===== config.mk =====
export PLATFORM = sky130hd
export DESIGN_NAME = gnn_input_loader
export DESIGN_NICKNAME = d
export VERILOG_FILES = /design/src/rtl/gnn_pkg.sv /design/src/rtl/gnn_ld_shadow.sv /design/src/rtl/gnn_input_loader.sv
export SDC_FILE = /design/constraint.sdc
export NUM_CORES = 1
export LEC_CHECK = 0
export ABC_AREA = 1
export CAP_MARGIN = 20
export CORE_MARGIN = 2
export CORE_UTILIZATION = 35
export CTS_CLUSTER_SIZE = 14
export DETAILED_ROUTE_END_ITERATION = 16
export PLACE_DENSITY = 0.57
export SLEW_MARGIN = 15
export SYNTH_ARGS = -nofsm -noshare
export SYNTH_HDL_FRONTEND = slang
export SYNTH_HIERARCHICAL = 1
export SYNTH_SLANG_ARGS = --single-unit

===== constraint.sdc =====
create_clock -name clk -period 2.7 [get_ports clk]
set_input_delay 0.54 -clock clk [delete_from_list [all_inputs] [get_ports clk]]
set_output_delay 0.54 -clock clk [all_outputs]
set_load 0.01 [all_outputs]

===== src/rtl/gnn_pkg.sv =====
// Shared constants and types for the GNN input loader: operand geometry,
// loader FSM states and the beat offset of every weight inside w_flat.
package gnn_pkg;

   localparam int DATA_W    = 5;
   localparam int N_FEAT    = 16;
   localparam int N_WGT     = 24;
   localparam int FRAME_LEN = N_FEAT + N_WGT;

   typedef enum logic [1:0] {
      LOAD = 2'd0,
      PEND = 2'd1,
      FIRE = 2'd2
   } ld_state_t;

   // Layer-1 weights (inputs 0..3 to hidden 4..7), hidden-major.
   localparam int W_04 = 0;
   localparam int W_14 = 1;
   localparam int W_24 = 2;
   localparam int W_34 = 3;
   localparam int W_05 = 4;
   localparam int W_15 = 5;
   localparam int W_25 = 6;
   localparam int W_35 = 7;
   localparam int W_06 = 8;
   localparam int W_16 = 9;
   localparam int W_26 = 10;
   localparam int W_36 = 11;
   localparam int W_07 = 12;
   localparam int W_17 = 13;
   localparam int W_27 = 14;
   localparam int W_37 = 15;
   // Layer-2 weights (hidden 4..7 to outputs 8..9), output-major.
   localparam int W_48 = 16;
   localparam int W_58 = 17;
   localparam int W_68 = 18;
   localparam int W_78 = 19;
   localparam int W_49 = 20;
   localparam int W_59 = 21;
   localparam int W_69 = 22;
   localparam int W_79 = 23;

endpackage


===== src/rtl/gnn_ld_shadow.sv =====
// Shadow frame buffer: one addressed write port, whole contents exposed in
// parallel so a complete frame can be committed in a single edge.
import gnn_pkg::*;

module gnn_ld_shadow (
   input  logic                          clk_i,
   input  logic                          rst_ni,
   input  logic                          we_i,
   input  logic [5:0]                    addr_i,
   input  logic [DATA_W-1:0]             wdata_i,
   output logic [FRAME_LEN*DATA_W-1:0]   rd_o
);

   logic [FRAME_LEN*DATA_W-1:0] mem_q;

   always_ff @(posedge clk_i or negedge rst_ni) begin
      if (!rst_ni) begin
         mem_q <= '0;
      end else if (we_i && (addr_i < 6'(FRAME_LEN))) begin
         mem_q[addr_i*DATA_W +: DATA_W] <= wdata_i;
      end
   end

   assign rd_o = mem_q;

endmodule


===== src/rtl/gnn_input_loader.sv =====
// Serial-to-parallel frame loader feeding the 4-node GNN; double-buffered so
// the next frame streams in while the GNN works. Optional: GNN_LOADER_WGT_HOLD_EN.
import gnn_pkg::*;

module gnn_input_loader (
   input  logic                        clk,
   input  logic                        rst_n,
   input  logic                        s_valid,
   input  logic [DATA_W-1:0]           s_data,
   input  logic                        s_last,
   output logic                        s_ready,
   input  logic                        gnn_done,
`ifdef GNN_LOADER_WGT_HOLD_EN
   input  logic                        w_reload,
`endif
   output logic [N_FEAT*DATA_W-1:0]    x_flat,
   output logic [N_WGT*DATA_W-1:0]     w_flat,
   output logic                        in_ready,
   output logic                        busy,
   output logic                        frame_err
);

   ld_state_t                     state_q;
   logic [5:0]                    cnt_q;
   logic                          busy_q;
   logic                          in_ready_q;
   logic                          frame_err_q;
   logic [N_FEAT*DATA_W-1:0]      x_q;
   logic [N_WGT*DATA_W-1:0]       w_q;
   logic [FRAME_LEN*DATA_W-1:0]   shadow_bus;
   logic                          accept;
   logic                          at_last;
   logic                          commit_w;
   logic [5:0]                    last_idx;

   assign accept  = s_valid && (state_q == LOAD);
   assign at_last = (cnt_q == last_idx);

`ifdef GNN_LOADER_WGT_HOLD_EN
   logic wgt_valid_q;
   logic reload_q;
   logic short_q;
   logic short_d;

   // Frame length is decided when beat 0 arrives and frozen for the frame.
   assign short_d  = (cnt_q == 6'd0) ? (wgt_valid_q && !reload_q && !w_reload) : short_q;
   assign last_idx = short_d ? 6'(N_FEAT - 1) : 6'(FRAME_LEN - 1);
   assign commit_w = !short_q;

   always_ff @(posedge clk or negedge rst_n) begin
      if (!rst_n) begin
         wgt_valid_q <= 1'b0;
         reload_q    <= 1'b0;
         short_q     <= 1'b0;
      end else begin
         if (w_reload) reload_q <= 1'b1;
         if (accept && (cnt_q == 6'd0)) begin
            short_q <= short_d;
            if (reload_q || w_reload) begin
               reload_q    <= 1'b0;
               wgt_valid_q <= 1'b0;
            end
         end
         if ((state_q == FIRE) && !short_q) wgt_valid_q <= 1'b1;
      end
   end
`else
   assign last_idx = 6'(FRAME_LEN - 1);
   assign commit_w = 1'b1;
`endif

   gnn_ld_shadow u_shadow (
      .clk_i   (clk),
      .rst_ni  (rst_n),
      .we_i    (accept),
      .addr_i  (cnt_q),
      .wdata_i (s_data),
      .rd_o    (shadow_bus)
   );

   always_ff @(posedge clk or negedge rst_n) begin
      if (!rst_n) begin
         state_q     <= LOAD;
         cnt_q       <= '0;
         busy_q      <= 1'b0;
         in_ready_q  <= 1'b0;
         frame_err_q <= 1'b0;
         x_q         <= '0;
         w_q         <= '0;
      end else begin
         in_ready_q  <= 1'b0;
         frame_err_q <= 1'b0;
         if (busy_q && gnn_done) busy_q <= 1'b0;
         case (state_q)
            LOAD: begin
               if (accept) begin
                  if (s_last && at_last) begin
                     cnt_q   <= '0;
                     state_q <= busy_q ? PEND : FIRE;
                  end else if (s_last || at_last) begin
                     // Length/marker disagreement: drop the frame and resync.
                     cnt_q       <= '0;
                     frame_err_q <= 1'b1;
                  end else begin
                     cnt_q <= cnt_q + 6'd1;
                  end
               end
            end
            PEND: begin
               if (!busy_q) state_q <= FIRE;
            end
            FIRE: begin
               state_q    <= LOAD;
               in_ready_q <= 1'b1;
               busy_q     <= 1'b1;
               x_q        <= shadow_bus[N_FEAT*DATA_W-1:0];
               if (commit_w) w_q <= shadow_bus[FRAME_LEN*DATA_W-1:N_FEAT*DATA_W];
            end
            default: state_q <= LOAD;
         endcase
      end
   end

   assign s_ready   = (state_q == LOAD);
   assign x_flat    = x_q;
   assign w_flat    = w_q;
   assign in_ready  = in_ready_q;
   assign busy      = busy_q;
   assign frame_err = frame_err_q;

endmodule


* After elaboration in Yosys (flattened, before gate mapping)
Cells that the tools add are included.
Word-level totals: bits in registers 411, output and inout bits 204, logic and storage cells 44
Cells by class: add/subtract/negate cells 2, $mul 1, order comparisons 1, equal/unequal tests 6, shifts and indexed selects 2, mux-type cells 15, reduce and logical (&&, ||, !) cells 9
Operators with widths (number):
- $bwmux 200 | 1
- $shift 5x34->200 const A | 1
- $shiftx 5x34->200 | 1
- $neg 9->34 | 1
- $mux 6 | 2
- $mul 6x3->9 const B | 1
- $mux 2 | 4
- $mux 1 | 7
- $add 6x1->6 const B | 1
- $eq 6x6->1 const B | 1
- $lt 6x6->1 const B | 1
- $logic_and 1x1->1 | 4
- $ne 2x1->1 const B | 2
- $pmux 2 s2 | 1
- $reduce_and 3->1 | 1
- $eq 2x1->1 const B | 1
- $eq 2x2->1 const B | 1
- $logic_not 2->1 | 1
- $ne 2x2->1 const B | 1
- $reduce_and 2->1 | 1
- $reduce_bool 2->1 | 1
- $logic_or 1x1->1 | 1

* Depth between registers and ports, before layout
word-level depth 6, depth in mapped cells 14, mapped depth without buffers 13

* Cells and area by module
Netlist, hierarchy kept.
Modules (own cells, without submodules):
- gnn_ld_shadow | instances 1, cells an instance 1034, area each 8610.8 µm², sequential area each 5004.8 µm²
- gnn_input_loader | instances 1, cells an instance 913, area each 8120.3 µm², sequential area each 5280.1 µm²

* Least setup slack after synthesis
OpenSTA, ideal clock, no wires.
path kind register -> register, start register cnt_q[0], end register u_shadow.mem_q[144], in the netlist u_shadow/rd_o[144], library setup time 125 ps, data arrival time 2156 ps, data required time 2575 ps, path slack 419 ps, cell stages (with the launch flop) 14, path through dfrtp_1 inv_1 buf_1 ha_1 inv_1 nand2_1 nand2_2 inv_2 buf_2 nand3_2 nor2_1 nand2_4 nand2_1 o21ai_1
On the way: longest elaborated chain between the ends 4, elaborated cells between the ends (all ways) 7, classes of those cells add/sub (1); mul (1); order compare (1); shift (2); mux (1); reduce/logical (1)
Ends and longest elaborated chain:
- start, declared | line gnn_input_loader.sv:24 | logic [5:0] cnt_q;
- start signal, assigned | line gnn_input_loader.sv:105 | cnt_q <= cnt_q + 6'd1;
- $mul 6x3->9 | line gnn_ld_shadow.sv:20 | mem_q[addr_i*DATA_W +: DATA_W] <= wdata_i;
- $neg 9->34 | line gnn_ld_shadow.sv:20
- $shiftx 5x34->200 or $shift 5x34->200 (tied branches) | line gnn_ld_shadow.sv:20
- $bwmux 200 | line gnn_ld_shadow.sv:20
- end signal, assigned by index | line gnn_ld_shadow.sv:20
- end, declared | line gnn_ld_shadow.sv:14 | logic [FRAME_LEN*DATA_W-1:0] mem_q;
Parallel ways exist; a longest one is shown, timed or not. A chain may end at the register's enable or synchronous reset.

* Final worst setup path
start register cnt_q[1], end register u_shadow.mem_q[142], in the netlist u_shadow/rd_o[142]
Same word-level chain as after synthesis.

==> results.ini <==
[status]
status=finished clean

[worst_setup_path]
startpoint_type=flop
reg2reg_depth=9
rrSetupSlack_ps=260
reg2reg_to=u_shadow/rd_o[142]$_DFFE_PN0P_
required_ps=3130
critical_path_class=flop to flop
cp_max_fo=30
r2r-start=cnt_q[1]$_DFFE_PN0P_
worst-endpoint-arrival_ps=2870
worstSetupEndpointType=flop
cp-endpoint=u_shadow/rd_o[142]$_DFFE_PN0P_
startpoint=cnt_q[1]$_DFFE_PN0P_

[detailed_routing]
wl_per_cell_um=17.7
first_pass_iters=5
m1WireLength_mm=22.7
totalWireLength_mm=49.9
post-route-drc-count=0
wl_met2_mm=22.8
ant_nets=0
maxUsedRoutingLayer=met4
num_vias=13500
dr_wl_met3_mm=2.80
routed_via_density=4.76
drtIter0Drc=974

[placement]
dp.cells=2746
dpl.hpwl_mm=35.3
io_buffers=213
place_ws_ps=20.9
gp_congestion=0.868

[timing]
fin_crit_ps=2440
grt_setup_unrepaired=no
slew_violations=0
fin_ws_ps=263
report.final.hold_viol_count=0
fin_crit_sh_pct=90.3
slew_headroom_pct=31.0
tightest_slew_ps=1040
fin_worst_skew_ps=6.30
setup_tns_ps=0
fmax_ghz=0.410
setup_viol=0

[cells_and_area]
seq_area_um2=10300
syn_to_final_growth_pct=26.2
multi_input_area_um2=5750
fin_nets=2197
stdcell_count=2826
final_cell_mix=1062 x nand2_1, 411 x dfrtp_1, 212 x clkdlybuf4s50_1, 87 x nor2_1, 74 x nand3_1
n_fill_cell=4746
diodes=0
final_layout_size_suffix_gt1_share_pct=7.42
final_common_cell=nand2_1

[global_routing]
grt_pass1_wl_mm=78.4
antenna_found_initial=0
grt_max_degree=103
grt_overflow=0
grt_pass1_vias=13500
track_usage_pct=20.3

[logic_synthesis]
synth_nets=1965
ys.flop_type=dfrtp_1
ys_ff_latch=411
yosysSeqAreaShare_pct=61.5
synthesis.instances=1947
synthArstFlopShare_pct=100
yosysTopAreaCell=dfrtp_1
ys_types=26
synth_edf_count=0
syn_avg_cell_area_um2=8.59
synth-warning-count=6
synth_area_leaders=dfrtp_1 61%, nand2_1 24%, nand3_1 2.2%
synth_top_area_share_pct=61.5
syn_area_um2=16700

[worst_hold_path]
hold_class=flop to flop

[clocking]
clk_pin_slew_worst_paths_ps=60
clk_latency_ps=560
cts_buffers=45
cts_root_buf=clkbuf_16
post-cts-setup-buffers=0
cts.sinks=411
htreeDepth=2
cts_buffer_depth=3
cts_tree=yes

[floorplanning]
num_io_pins=214
chipWidth_um=223
core_um2=47400
die_area_um2=49600
fp.dieH_um=223
initial_core_util_pct=35.3
row_count=80

[power]
leakagePower_nw=11.0
total_power_w=0.0143
power_density_nw_per_um2=678
ir_drop_uv=353

[run]
drv_cap=0

worst min path at each step:
stage / from / end / slack (ps) / depth (start not counted)
final: w_flat[80]$_DFFE_PN0P_ / w_flat[80]$_DFFE_PN0P_ / 470 / 2
after global routing: x_flat[18]$_DFFE_PN0P_ / x_flat[18]$_DFFE_PN0P_ / 490 / 2
after CTS: w_flat[82]$_DFFE_PN0P_ / w_flat[82]$_DFFE_PN0P_ / 470 / 2
after detailed placement: w_flat[82]$_DFFE_PN0P_ / w_flat[82]$_DFFE_PN0P_ / 460 / 2
after global placement: w_flat[104]$_DFFE_PN0P_ / w_flat[104]$_DFFE_PN0P_ / 460 / 2
after floorplan: rst_n / busy$_DFFE_PN0P_ / 240 / 0
per-stage QoR:
step | area [um2] | util, % | hold WS [ps]
2_1_floorplan | 16700 | - | 244
3_3_place_gp | 19600 | 41.4 | 457
3_5_place_dp | 19600 | 41.4 | 458
4_1_cts | 21100 | 44.5 | 472
5_1_grt | 21100 | 44.5 | 492
6_report | 21100 | 44.5 | 467
layout make-up:
cell class,instances,share of cell area [%]
Tap cell,615,3.65
Inverter,72,1.32
Timing Repair Buffer,254,12.2
Multi-Input combinational cell,1395,27.2
Clock buffer,71,6.32
Sequential cell,411,48.7
Clock inverter,8,0.593
worst max-delay path, stage by stage, from the launching register on:
cell	delay, ps
dfrtp_1	390
buf_4	170
nor2_2	160
nand3_1	130
nand2_4	380
inv_4	260
nor2_1	470
nand2_4	170
nand2_1	90
o21ai_1	70
sequential cells by signal, summed over array words and instances, names as in the netlist:
name and flops:
x_flat 80, u_shadow/rd_o 200, w_flat 120, cnt_q 6, frame_err 1, busy 1
in_ready 1, state_q 2
cell usage after synthesis (2+ instances only):
library cell	count
o21ai_0	37
dfrtp_1	411
buf_4	14
nor2_1	88
nand2_2	17
nor2_2	16
a21oi_1	3
nor2_4	4
buf_2	34
o21ai_1	49
inv_1	60
nand2_1	1062
nand3_2	2
inv_2	11
clkbuf_1	10
nand4_1	12
nor3_1	13
nand2_4	7
buf_6	10
ha_1	8
nand3_1	74
layer usage:
layer	track usage, %	vias up
met5	0	-
met4	7.86	0
met3	4.01	90
met2	31.7	332
met1	28.0	6547
li1	-	6488
power by group:
group / internal [W] / switching [W] / leakage [nW]
clock network: 0.00366 / 0.00246 / 0.711
logic: 0.000387 / 0.000983 / 4.58
registers: 0.00657 / 0.000256 / 5.70
total: 0.0106 / 0.00370 / 11.0
logic make-up after synthesis:
| group | share of synthesized area (%) |
|---|---|
| buf+inv | 4.20 |
| flops | 61.5 |
| simple gates | 31.0 |
| fa+ha+maj | 0.598 |
| compound gates | 2.75 |
timing repair:
item,in CTS,in global routing
endpoints found under the setup margin,0,4
hold buffers,1,0
resized for setup,0,1
hold endpoints to repair,39,0
Power figures use the tool's default switching activity.
